### src/rtl/fp_uart_rx_byte.sv
// ---------------------------------------------------------------------------
// fp_uart_rx_byte
//   8N1 UART receiver for a fingerprint sensor serial link. The line is
//   synchronized, a frame starts on a falling edge, and each bit is sampled
//   near the centre of its bit period. A byte whose stop bit reads low is
//   dropped and reported as a framing error.
//
// Parameters
//   CLK_FREQ   system clock frequency in Hz
//   BAUD       serial bit rate; BAUD_DIV = CLK_FREQ/BAUD clocks per bit
//
// Ports
//   clk         in   system clock, rising edge
//   rst_n       in   asynchronous active-low reset
//   rxd         in   asynchronous serial input, idle high
//   data_byte   out  [7:0] last correctly framed byte (LSB received first)
//   byte_valid  out  one-cycle pulse, data_byte freshly loaded
//   rx_busy     out  high while a frame is being received
//   frame_err   out  one-cycle pulse when a stop bit samples low
//
// Build option
//   FP_UART_RX_MAJORITY_EN  when defined, each bit is the 2-of-3 majority of
//                           samples at BAUD_DIV/2-1, BAUD_DIV/2, BAUD_DIV/2+1,
//                           decided at BAUD_DIV/2+1 (one clock later than the
//                           default single sample at BAUD_DIV/2).
// ---------------------------------------------------------------------------
module fp_uart_rx_byte #(
    parameter int CLK_FREQ = 50000000,
    parameter int BAUD     = 57600
) (
    input  logic       clk,
    input  logic       rst_n,
    input  logic       rxd,
    output logic [7:0] data_byte,
    output logic       byte_valid,
    output logic       rx_busy,
    output logic       frame_err
);

    localparam int BAUD_DIV = CLK_FREQ / BAUD;
    localparam int HALF     = BAUD_DIV / 2;
    localparam int CNT_W    = (BAUD_DIV > 2) ? $clog2(BAUD_DIV) : 1;

    localparam logic [CNT_W-1:0] CNT_LAST = CNT_W'(BAUD_DIV - 1);
`ifdef FP_UART_RX_MAJORITY_EN
    localparam logic [CNT_W-1:0] CNT_S0     = CNT_W'(HALF - 1);
    localparam logic [CNT_W-1:0] CNT_S1     = CNT_W'(HALF);
    localparam logic [CNT_W-1:0] CNT_DECIDE = CNT_W'(HALF + 1);
`else
    localparam logic [CNT_W-1:0] CNT_DECIDE = CNT_W'(HALF);
`endif

    localparam logic [2:0] S_IDLE      = 3'd0;
    localparam logic [2:0] S_START     = 3'd1;
    localparam logic [2:0] S_DATA      = 3'd2;
    localparam logic [2:0] S_STOP      = 3'd3;
    localparam logic [2:0] S_WAIT_HIGH = 3'd4;

    logic             rxd_meta_q, rxd_sync_q, rxd_prev_q;
    logic [1:0]       flush_q, flush_d;
    logic             line_ok_q, line_ok_d;
    logic [2:0]       state_q, state_d;
    logic [CNT_W-1:0] cnt_q, cnt_d;
    logic [2:0]       idx_q, idx_d;
    logic [7:0]       shift_q, shift_d;
    logic [7:0]       data_byte_q, data_byte_d;
    logic             byte_valid_q, byte_valid_d;
    logic             rx_busy_q, rx_busy_d;
    logic             frame_err_q, frame_err_d;
    logic             bit_val;
    logic             sample_now;
    logic             fall_edge;

`ifdef FP_UART_RX_MAJORITY_EN
    logic samp0_q, samp0_d;
    logic samp1_q, samp1_d;

    always_comb begin
        samp0_d = (cnt_q == CNT_S0) ? rxd_sync_q : samp0_q;
        samp1_d = (cnt_q == CNT_S1) ? rxd_sync_q : samp1_q;
        bit_val = (samp0_q & samp1_q) | (samp0_q & rxd_sync_q) | (samp1_q & rxd_sync_q);
    end

    always_ff @(posedge clk or negedge rst_n) begin
        if (!rst_n) begin
            samp0_q <= 1'b0;
            samp1_q <= 1'b0;
        end else begin
            samp0_q <= samp0_d;
            samp1_q <= samp1_d;
        end
    end
`else
    assign bit_val = rxd_sync_q;
`endif

    assign sample_now = (cnt_q == CNT_DECIDE);

    // The synchronizer resets to 1, so a line held low across reset release
    // would look like a falling edge. Edges only count once the pipeline
    // holds real samples and the line has actually been seen high.
    always_comb begin
        flush_d   = {flush_q[0], 1'b1};
        line_ok_d = line_ok_q | (flush_q[1] & rxd_sync_q);
    end

    assign fall_edge = line_ok_q & rxd_prev_q & ~rxd_sync_q;

    always_comb begin
        state_d      = state_q;
        cnt_d        = cnt_q;
        idx_d        = idx_q;
        shift_d      = shift_q;
        data_byte_d  = data_byte_q;
        byte_valid_d = 1'b0;
        frame_err_d  = 1'b0;
        rx_busy_d    = rx_busy_q;

        if (state_q == S_START || state_q == S_DATA || state_q == S_STOP) begin
            cnt_d = (cnt_q == CNT_LAST) ? '0 : cnt_q + CNT_W'(1);
        end else begin
            cnt_d = '0;
        end

        case (state_q)
            S_IDLE: begin
                idx_d = '0;
                if (fall_edge) begin
                    state_d   = S_START;
                    rx_busy_d = 1'b1;
                end
            end
            S_START: begin
                if (sample_now && bit_val) begin
                    // Start bit did not hold low: treat as a glitch.
                    state_d   = S_IDLE;
                    rx_busy_d = 1'b0;
                    cnt_d     = '0;
                end else if (cnt_q == CNT_LAST) begin
                    state_d = S_DATA;
                    idx_d   = '0;
                end
            end
            S_DATA: begin
                if (sample_now) begin
                    shift_d = {bit_val, shift_q[7:1]};
                end
                if (cnt_q == CNT_LAST) begin
                    if (idx_q == 3'd7) begin
                        state_d = S_STOP;
                        idx_d   = '0;
                    end else begin
                        idx_d = idx_q + 3'd1;
                    end
                end
            end
            S_STOP: begin
                if (sample_now) begin
                    rx_busy_d = 1'b0;
                    cnt_d     = '0;
                    if (bit_val) begin
                        data_byte_d  = shift_q;
                        byte_valid_d = 1'b1;
                        state_d      = S_IDLE;
                    end else begin
                        frame_err_d = 1'b1;
                        state_d     = S_WAIT_HIGH;
                    end
                end
            end
            S_WAIT_HIGH: begin
                if (rxd_sync_q) begin
                    state_d = S_IDLE;
                end
            end
            default: begin
                state_d   = S_IDLE;
                rx_busy_d = 1'b0;
            end
        endcase
    end

    always_ff @(posedge clk or negedge rst_n) begin
        if (!rst_n) begin
            rxd_meta_q   <= 1'b1;
            rxd_sync_q   <= 1'b1;
            rxd_prev_q   <= 1'b1;
            flush_q      <= 2'b00;
            line_ok_q    <= 1'b0;
            state_q      <= S_IDLE;
            cnt_q        <= '0;
            idx_q        <= '0;
            shift_q      <= 8'h00;
            data_byte_q  <= 8'h00;
            byte_valid_q <= 1'b0;
            rx_busy_q    <= 1'b0;
            frame_err_q  <= 1'b0;
        end else begin
            rxd_meta_q   <= rxd;
            rxd_sync_q   <= rxd_meta_q;
            rxd_prev_q   <= rxd_sync_q;
            flush_q      <= flush_d;
            line_ok_q    <= line_ok_d;
            state_q      <= state_d;
            cnt_q        <= cnt_d;
            idx_q        <= idx_d;
            shift_q      <= shift_d;
            data_byte_q  <= data_byte_d;
            byte_valid_q <= byte_valid_d;
            rx_busy_q    <= rx_busy_d;
            frame_err_q  <= frame_err_d;
        end
    end

    assign data_byte  = data_byte_q;
    assign byte_valid = byte_valid_q;
    assign rx_busy    = rx_busy_q;
    assign frame_err  = frame_err_q;

endmodule
### config.mk
export PLATFORM = sky130hd
export DESIGN_NAME = fp_uart_rx_byte
export DESIGN_NICKNAME = d
export VERILOG_FILES = /design/src/rtl/fp_uart_rx_byte.sv
export SDC_FILE = /design/constraint.sdc
export NUM_CORES = 1
export LEC_CHECK = 0
export CORE_MARGIN = 5
export CORE_UTILIZATION = 35
export DETAILED_ROUTE_END_ITERATION = 8
export PLACE_DENSITY_LB_ADDON = 0.05
export SKIP_CTS_REPAIR_TIMING = 1
export SLEW_MARGIN = 20
export SYNTH_ARGS = -nofsm -noshare
export SYNTH_HDL_FRONTEND = slang
export SYNTH_SLANG_ARGS = --single-unit
### constraint.sdc
create_clock -name clk -period 2.4 [get_ports clk]
set_input_delay 0.48 -clock clk [delete_from_list [all_inputs] [get_ports clk]]
set_output_delay 0.48 -clock clk [all_outputs]
set_load 0.02 [all_outputs]
### Word-level counts from Yosys, hierarchy flattened

Index checks and enable logic that the tools add are counted.

| storage, ports and cells | value |
|---|---|
| word-level logic and storage cells | 77 |
| input bits | 3 |
| output and inout port bits | 11 |
| bits in registers | 41 |

| cells by class | value |
|---|---|
| equality and inequality tests | 16 |
| mux-type cells | 29 |
| bitwise gates (word level) | 6 |
| add/subtract/negate cells | 2 |
| reductions and logical operators | 11 |

Operators with widths:

| cell | number |
|---|---|
| two-way mux 10 bit | 4 |
| two-way mux 3 bit | 12 |
| case mux 10 bit (2 select lines) | 1 |
| case mux 3 bit (5 select lines) | 1 |
| adder 10 x 1 -> 10 bit (second input constant) | 1 |
| equality test 10 bit (second input constant) | 1 |
| equality test 10 x 9 -> 1 bit (second input constant) | 1 |
| two-way mux 1 bit | 9 |
| case mux 3 bit (3 select lines) | 1 |
| != test 2 x 1 -> 1 bit (second input constant) | 4 |
| != test 2 bit (second input constant) | 4 |
| AND reduction 4 bit | 2 |
| equality test 3 x 2 -> 1 bit (second input constant) | 2 |
| equality test 3 bit (second input constant) | 2 |
| AND reduction 6 bit | 1 |
| case mux 1 bit (4 select lines) | 1 |
| adder 3 x 1 -> 3 bit (second input constant) | 1 |
| bitwise AND 1 bit | 3 |
| equality test 3 x 1 -> 1 bit (second input constant) | 1 |
| logical NOT 3 bit | 1 |
| != test 3 x 1 -> 1 bit (second input constant) | 1 |
| AND reduction 3 bit | 1 |
| nonzero test 3 bit | 1 |
| logical OR 1 bit | 2 |
| 5 further kinds | 6 |

### Longest topological paths before layout

Gate-level depths: netlist of the first run.

| logic depth | value |
|---|---|
| word-level depth | 6 |
| gate-level depth with buffers | 7 |
| depth with buffers taken out | 7 |

### Worst setup path after synthesis of the first run

No wires, ideal clock.

| timing | value |
|---|---|
| path kind | register to register |
| start | register cnt_q[0] |
| end | register data_byte_q[0], in the netlist data_byte[0] |
| data required time | 2,275 ps |
| setup slack | 688 ps |
| data arrival time | 1,587 ps |
| library setup time | 125 ps |
| path buffers | 0 |
| clock period less this slack | 1,712 ps |
| stages on the path, launching flop included | 8 |
| cell sequence | dfrtp_1 -> inv_1 -> ha_1 -> nand2b_1 -> nor2_1 -> nand2_2 -> nor3_4 -> mux2_2 |

| on the way | value |
|---|---|
| longest elaborated chain between the ends | 2 |

RTL lines:

| element | RTL line | RTL |
|---|---|---|
| start, declared | 63 | `logic [CNT_W-1:0] cnt_q, cnt_d;` |
| start signal, assigned | 205 | `cnt_q <= cnt_d;` |
| equality test 10 x 9 -> 1 bit | 97 | `assign sample_now = (cnt_q == CNT_DECIDE);` |
| AND reduction 3 bit (no source line) | n/a |  |
| end signal, assigned | 208 | `data_byte_q <= data_byte_d;` |
| end, declared | 66 | `logic [7:0] data_byte_q, data_byte_d;` |

Every way passes these cells.
A chain may end at the register's enable or synchronous reset.

### Final worst setup path of the first run

Ends and elaborated chain as after synthesis.

==> results of run 1 <==
cells by family (layout without fill, tap and decap cells):
group | count (synthesis) | after routing | synth area share
and+or+nand+nor | 52 | 52 | 0.1637
AOI/OAI and AO/OA | 19 | 19 | 0.07591
DFF | 41 | 41 | 0.5731
muxes | 17 | 17 | 0.1058
other | 1 | 1 | 0.002087
adders and majority gates | 4 | 4 | 0.02786
buffers and inverters | 6 | 26 | 0.01253
xor gates and xnor gates | 8 | 8 | 0.03899
routing by layer:
| layer | vias up | GRT usage | routed length, um |
|---|---|---|---|
| li1 | 558 | - | - |
| met1 | 566 | 0.1415 | 1536 |
| met2 | 16 | 0.1743 | 1475 |
| met3 | 5 | 0.02961 | 120 |
| met4 | 0 | 0.05980 | 59 |
| met5 | - | 0 | 0 |
flip-flops by register name, summed over array words and instances (netlist names):
register    cells
cnt_q          10
data_byte       8
shift_q         8
idx_q           3
state_q         3
flush_q         2
bit_val         1
byte_valid      1
frame_err       1
line_ok_q       1
rx_busy         1
rxd_meta_q      1
rxd_prev_q      1
layout make-up:
type                            instances  share of cell area
Sequential cell                        41              0.4855
Tap cell                               70             0.04130
Clock buffer                            6             0.03422
Clock inverter                          2             0.01829
Multi-Input combinational cell        101              0.3510
Timing Repair Buffer                   14             0.06254
Inverter                                4            0.007080
stage by stage:
step,utilization,instances,total power (uW)
global route,0.4206,238,1835
global placement,0.3985,230,1197
CTS,0.4206,238,1757
floorplan,-,148,1101
detailed placement,0.3985,230,1204
finish,0.4206,238,1729
Yosys cell counts, types with 3 or more instances:
cell and instances:
inv_1 4, nor2_1 19, xnor2_1 4, dfrtp_1 38
a22o_1 3, nand2_1 9, ha_1 4, dfstp_2 3
mux2_2 16, xor2_1 4
critical path, delay by kind of cell (launching register included):
kind	cells	cell delay (ns)
fa+ha+maj	1	0.13
mux	1	0.39
buf+inv	1	0.07
simple gates	4	0.79
flops	1	0.41
worst max-delay path by stage:
stage / startpoint / end / slack, ns
2_1_floorplan: cnt_q[0] / data_byte[0] / 0.69
3_3_place_gp: cnt_q[0] / data_byte[7] / 0.53
3_5_place_dp: cnt_q[0] / data_byte[0] / 0.49
4_1_cts: cnt_q[0] / data_byte[0] / 0.47
5_1_grt: cnt_q[0] / data_byte[0] / 0.38
6_report: cnt_q[0] / data_byte[0] / 0.51
power by group:
part | internal (uW) | total [uW] | leakage (uW) | switching [uW]
clock network | 312 | 547 | 0.0000554 | 235
registers | 752 | 828 | 0.000542 | 76.4
logic | 144 | 354 | 0.000373 | 210
total | 1210 | 1730 | 0.000971 | 521
==> parameters.txt, run 1 <==
Parameter                              Value

Floorplanning
  Std cell rows    26
  Die area    6667 um2
  I/O pin total    14
  Die span in y    81.65 um
  Effective utilization at floorplan    0.3563
  Chip width    81.65 um
  Floorplan core area    5042 um2

Outcome
  Status    finished clean

Drt
  Vias/cell    4.811
  Via count    1,145
  Mean routed wirelength per cell    13.41 um
  TritonRoute pass-1 iters    4
  Remaining DRCs    0
  Starting DRC count in detailed routing    45
  Antenna Nets Post-Route    0
  Detailed Route WL    3192 um

Layout
  Commonest non-fill, non-tap cells in the layout    38 x dfrtp_1, 19 x nor2_1, 16 x mux2_2
  Fill cell instance count of the final layout    486
  Synth-to-Final Area Change    18.04%
  Cell area after layout    2121 um2
  Area taken by multi-input logic gates    744.5 um2
  Area used by sequential logic in the layout    1030 um2
  Final Net Count    174
  Leading cell type in the layout, fill and taps excluded    dfrtp_1
  Antenna diodes    0
  Layout cells sized above 1    0.2143

Worst setup path
  Kind of critical path    flop to flop
  Category of the worst setup path launch point    flop
  Endpoint class of the critical path    flop
  Critical register-to-register path endpoint    data_byte[0]
  Largest stage delay, worst path    0.43 ns
  Setup slack on the worst flop-to-flop path    0.51 ns
  RR Startpoint    cnt_q[0]
  Slowest cell on crit path    nor3_4
  Critical path cell sequence    inv_1 -> ha_1 -> nand2b_1 -> nor2_1 -> nand2_2 -> nor3_4 -> mux2_2
  Worst endpoint data arrival time    2.07 ns
  Critical Path Fanout Max    9
  Worst-case reg-to-reg path depth    7
  Data required time of the worst path    2.58 ns

Timing
  Worst slack on hold paths    0.3179 ns
  Total count of max-transition violations in the final report    0
  Least-Margin Pin Slew    0.9066 ns
  Final-layout setup total negative slack    0 ns
  Max transition margin    0.3956
  RSZ-0062 raised after global routing    false
  Number of endpoints with negative hold slack in the final report    0
  Clock period minus final worst setup slack    1.891 ns
  Setup clock skew after layout    0.008401 ns
  Tcrit/Tclk final    0.7879
  Total setup violations reported at the end of the flow    0
  Peak clock frequency supported by timing    0.5288 GHz
  Final WS setup    0.5090 ns

Logic synthesis
  Number of instances in the synthesized netlist    148
  Post-synthesis sequential element count    41
  Post-Syn Area    1797 um2
  Top-area cell type share of the netlist area    0.5292
  Number of synthesis warnings    0
  Sequential fraction of the synthesis area    0.5731
  Post-synthesis average cell area    12.14 um2
  FFs w/ async S/R, synth    1.000
  Cells taking the most area after synthesis    dfrtp_1 53%, mux2_2 10%, dfstp_2 4.4%
  Number of different library cells in the post-synthesis netlist    43
  Post-synthesis cell type with the largest combined area    dfrtp_1
  Syn_nets    155
  EDFF count, synth    0
  Post-synth top flop    dfrtp_1

Global route
  Global-route wire length before repair    5568 um
  Largest net degree at the start of global routing    42
  Number of global-route vias before repair    1,158
  Total track usage    0.1118
  Grt ovf    0
  Antenna violations before repair    0

Pwr
  Leakage power    0.0009706 uW
  Worst vdd ir    0.3236 mV
  Areal power density over the cells    815.3 nW/um2

Clock network
  CTS tree    done
  Reg clk slew, reported paths    0.08 ns
  Library cell used as clock root buffer    clkbuf_8
  Clk_lat worst skew    0.29 ns
  Deepest level of the CTS H-tree    2
  Sinks on Clock Net    41
  TritonCTS Buffers    5
  Maximum clock path buffer count    2

Placed design
  Placed cell area    2009 um2
  Number of buffer cells added on primary ports    13
  Post-place setup slack    0.4859 ns
  Post-detail-place hpwl    2236 um
  Gpl congestion    0.7428

Run
  Number of max-cap violations    0

Worst hold path
  Class of the worst hold path    input pin to async pin
(Power assumes the default switching activity.)
==> run 2: changes to the inputs <==
clock period = 1.75 ns   (was 2.4 ns; I/O delays follow)
==> run 2 against run 1 <==
Net effect: die area did not move; global-route usage rose by 0.46 points; wire length rose by 7.0%; largest power group unchanged; setup slack got worse by 0.46 ns; clock power rose by 36%; sequential share of layout area fell by 4.9 points.
==> parameters.txt, run 2 (synthesized netlist as in run 1, its figures left out) <==
Parameter                              Value

Outcome
  Status    finished clean

Pwr
  Internal power contribution    1856 uW (+54%)
  Leakage power    0.001088 uW (+12%)
  Switching fraction of total power    0.3063 (+0.004762)
  Areal power density over the cells    1134 nW/um2 (+39%)
  PnR Total Power    2676 uW (+55%)
  Switching pwr    819.7 uW (+57%)
  Portion of total power attributed to the clock network    0.279 (-0.038)
  Share of total power in combinational logic    0.314 (+0.110)
  Worst vdd ir    0.4440 mV (+37%)
  Power share of the sequential group    0.407 (-0.072)

Layout
  Antenna diodes    0 (unchanged)
  Layout cells sized above 1    0.3279 (+0.1136)
  Max reg flops    10 (unchanged)
  Most flop-heavy register    cnt_q
  Commonest non-fill, non-tap cells in the layout    38 x dfrtp_1, 18 x nor2_1, 16 x mux2_2
  Leading cell type in the layout, fill and taps excluded    dfrtp_1
  Cell area after layout    2360 um2 (+11%)
  Area taken by multi-input logic gates    817.0 um2 (+9.7%)
  Final Net Count    189 (+8.6%)
  Synth-to-Final Area Change    31.34%
  Number of non-filler instances in the completed layout    253 (+6.3%)
  Area used by sequential logic in the layout    1030 um2 (unchanged)
  Fill cell instance count of the final layout    474 (-2.5%)

Clock network
  CTS tree    done
  Reg clk slew, reported paths    0.08 ns (about the same)
  Deepest level of the CTS H-tree    2 (unchanged)
  TritonCTS Buffers    5 (unchanged)
  Sinks on Clock Net    41 (unchanged)
  Library cell used as clock root buffer    clkbuf_8
  Clk_lat worst skew    0.29 ns (about the same)
  Maximum clock path buffer count    2 (unchanged)

Worst setup path
  RR Startpoint    cnt_q[0]
  Data required time of the worst path    1.93 ns (-0.65 ns)
  Crit path from    cnt_q[0]
  Setup slack on the worst flop-to-flop path    0.05 ns (-0.46 ns)
  Category of the worst setup path launch point    flop
  Kind of critical path    flop to flop
  Worst endpoint data arrival time    1.87 ns (-0.20 ns)
  Endpoint class of the critical path    flop
  Critical Path Fanout Max    9 (unchanged)
  Worst-case reg-to-reg path depth    8 (+1)

Global route
  Grt ovf    0 (unchanged)
  Largest net degree at the start of global routing    42 (unchanged)
  Global-route wire length before repair    5940 um (+6.7%)
  Number of global-route vias before repair    1,269 (+9.6%)
  Total track usage    0.1164 (+0.004620)
  Antenna violations before repair    0 (unchanged)

Timing
  Number of endpoints with negative hold slack in the final report    0 (unchanged)
  Total count of max-transition violations in the final report    0 (unchanged)
  Total setup violations reported at the end of the flow    0 (unchanged)
  Clock period minus final worst setup slack    1.698 ns (-0.1932 ns)
  Final-layout setup total negative slack    0 ns (unchanged)
  Peak clock frequency supported by timing    0.5890 GHz (+11%)
  Worst slack on hold paths    0.02220 ns (-0.2957 ns)
  Setup clock skew after layout    0.001741 ns (-0.006660 ns)
  Tcrit/Tclk final    0.9702 (+0.1822)
  RSZ-0062 raised after global routing    true

Drt
  Antenna Nets Post-Route    0 (unchanged)
  Vias/cell    4.877 (+1.4%)
  Via count    1,234 (+7.8%)
  Remaining DRCs    0 (unchanged)
  Mean routed wirelength per cell    13.50 um (+0.67%)
  Starting DRC count in detailed routing    104 (+130%)
  TritonRoute pass-1 iters    4 (unchanged)
  Detailed Route WL    3416 um (+7.0%)

Floorplanning
  Chip width    81.65 um (unchanged)
  I/O pin total    14 (unchanged)
  Die area    6667 um2 (unchanged)
  Die span in y    81.65 um (unchanged)
  Effective utilization at floorplan    0.3563 (unchanged)
  Floorplan core area    5042 um2 (unchanged)
  Std cell rows    26 (unchanged)

Placed design
  Number of buffer cells added on primary ports    13 (unchanged)
  Cell Count Post-Placement    244 (+6.1%)
  Placed cell area    2165 um2 (+7.7%)
  Gpl congestion    0.9031 (+22%)
  Post-detail-place hpwl    2359 um (+5.5%)

Run
  Number of max-cap violations    0 (unchanged)

Worst hold path
  Class of the worst hold path    input pin to async pin
==> run 2: routing by layer <==
metal | vias to the layer above | global-route usage | routed length [um]
met4 | 0 | 0.05648 | 67
met1 | 619 | 0.1490 | 1596
met5 | - | 0 | 0
met3 | 7 | 0.02851 | 121
met2 | 23 | 0.1840 | 1630
li1 | 585 | - | -
==> run 2: area by class of cell <==
class	instances	share of cell area
repair buffers	29	0.1267
clock inverters	2	0.01644
flip-flops and latches	41	0.4364
well taps	70	0.03712
inverters	4	0.006363
clock buffers	6	0.03075
multi-input cells	101	0.3462
==> run 2: through the flow <==
| step | setup slack, ns | utilization |
|---|---|---|
| after global placement | 0.01408 | 0.4293 |
| after global routing | -0.03484 | 0.4680 |
| after CTS | -0.05170 | 0.4514 |
| final | 0.05223 | 0.4680 |
| after floorplan | 0.03802 | - |
| after detailed placement | -0.02370 | 0.4293 |
==> run 2: worst max-delay path, stage by stage (launching register included) <==
cell      delay (ns)
dfrtp_1         0.41
inv_1           0.07
ha_2            0.19
nand2b_4        0.06
nor2_2          0.09
nand2_2         0.11
nor3_4          0.17
buf_12          0.15
mux2_2          0.33
==> run 2: path summary, 6_finish.rpt <==
check                                to
min                            cnt_q[9]
max                        data_byte[3]
max reg2reg                data_byte[3]
max in group asynchronous    rxd_prev_q
min in group clk                bit_val
min reg2reg                     bit_val
==> run 2: power by group through the flow <==
stage	clock, uW	sequential, uW	combinational (uW)
final	746	1090	841
after global routing	815	1100	924
after CTS	786	1090	716
after detailed placement	0	1100	711
after global placement	0	1100	697
after floorplan	0	1120	391
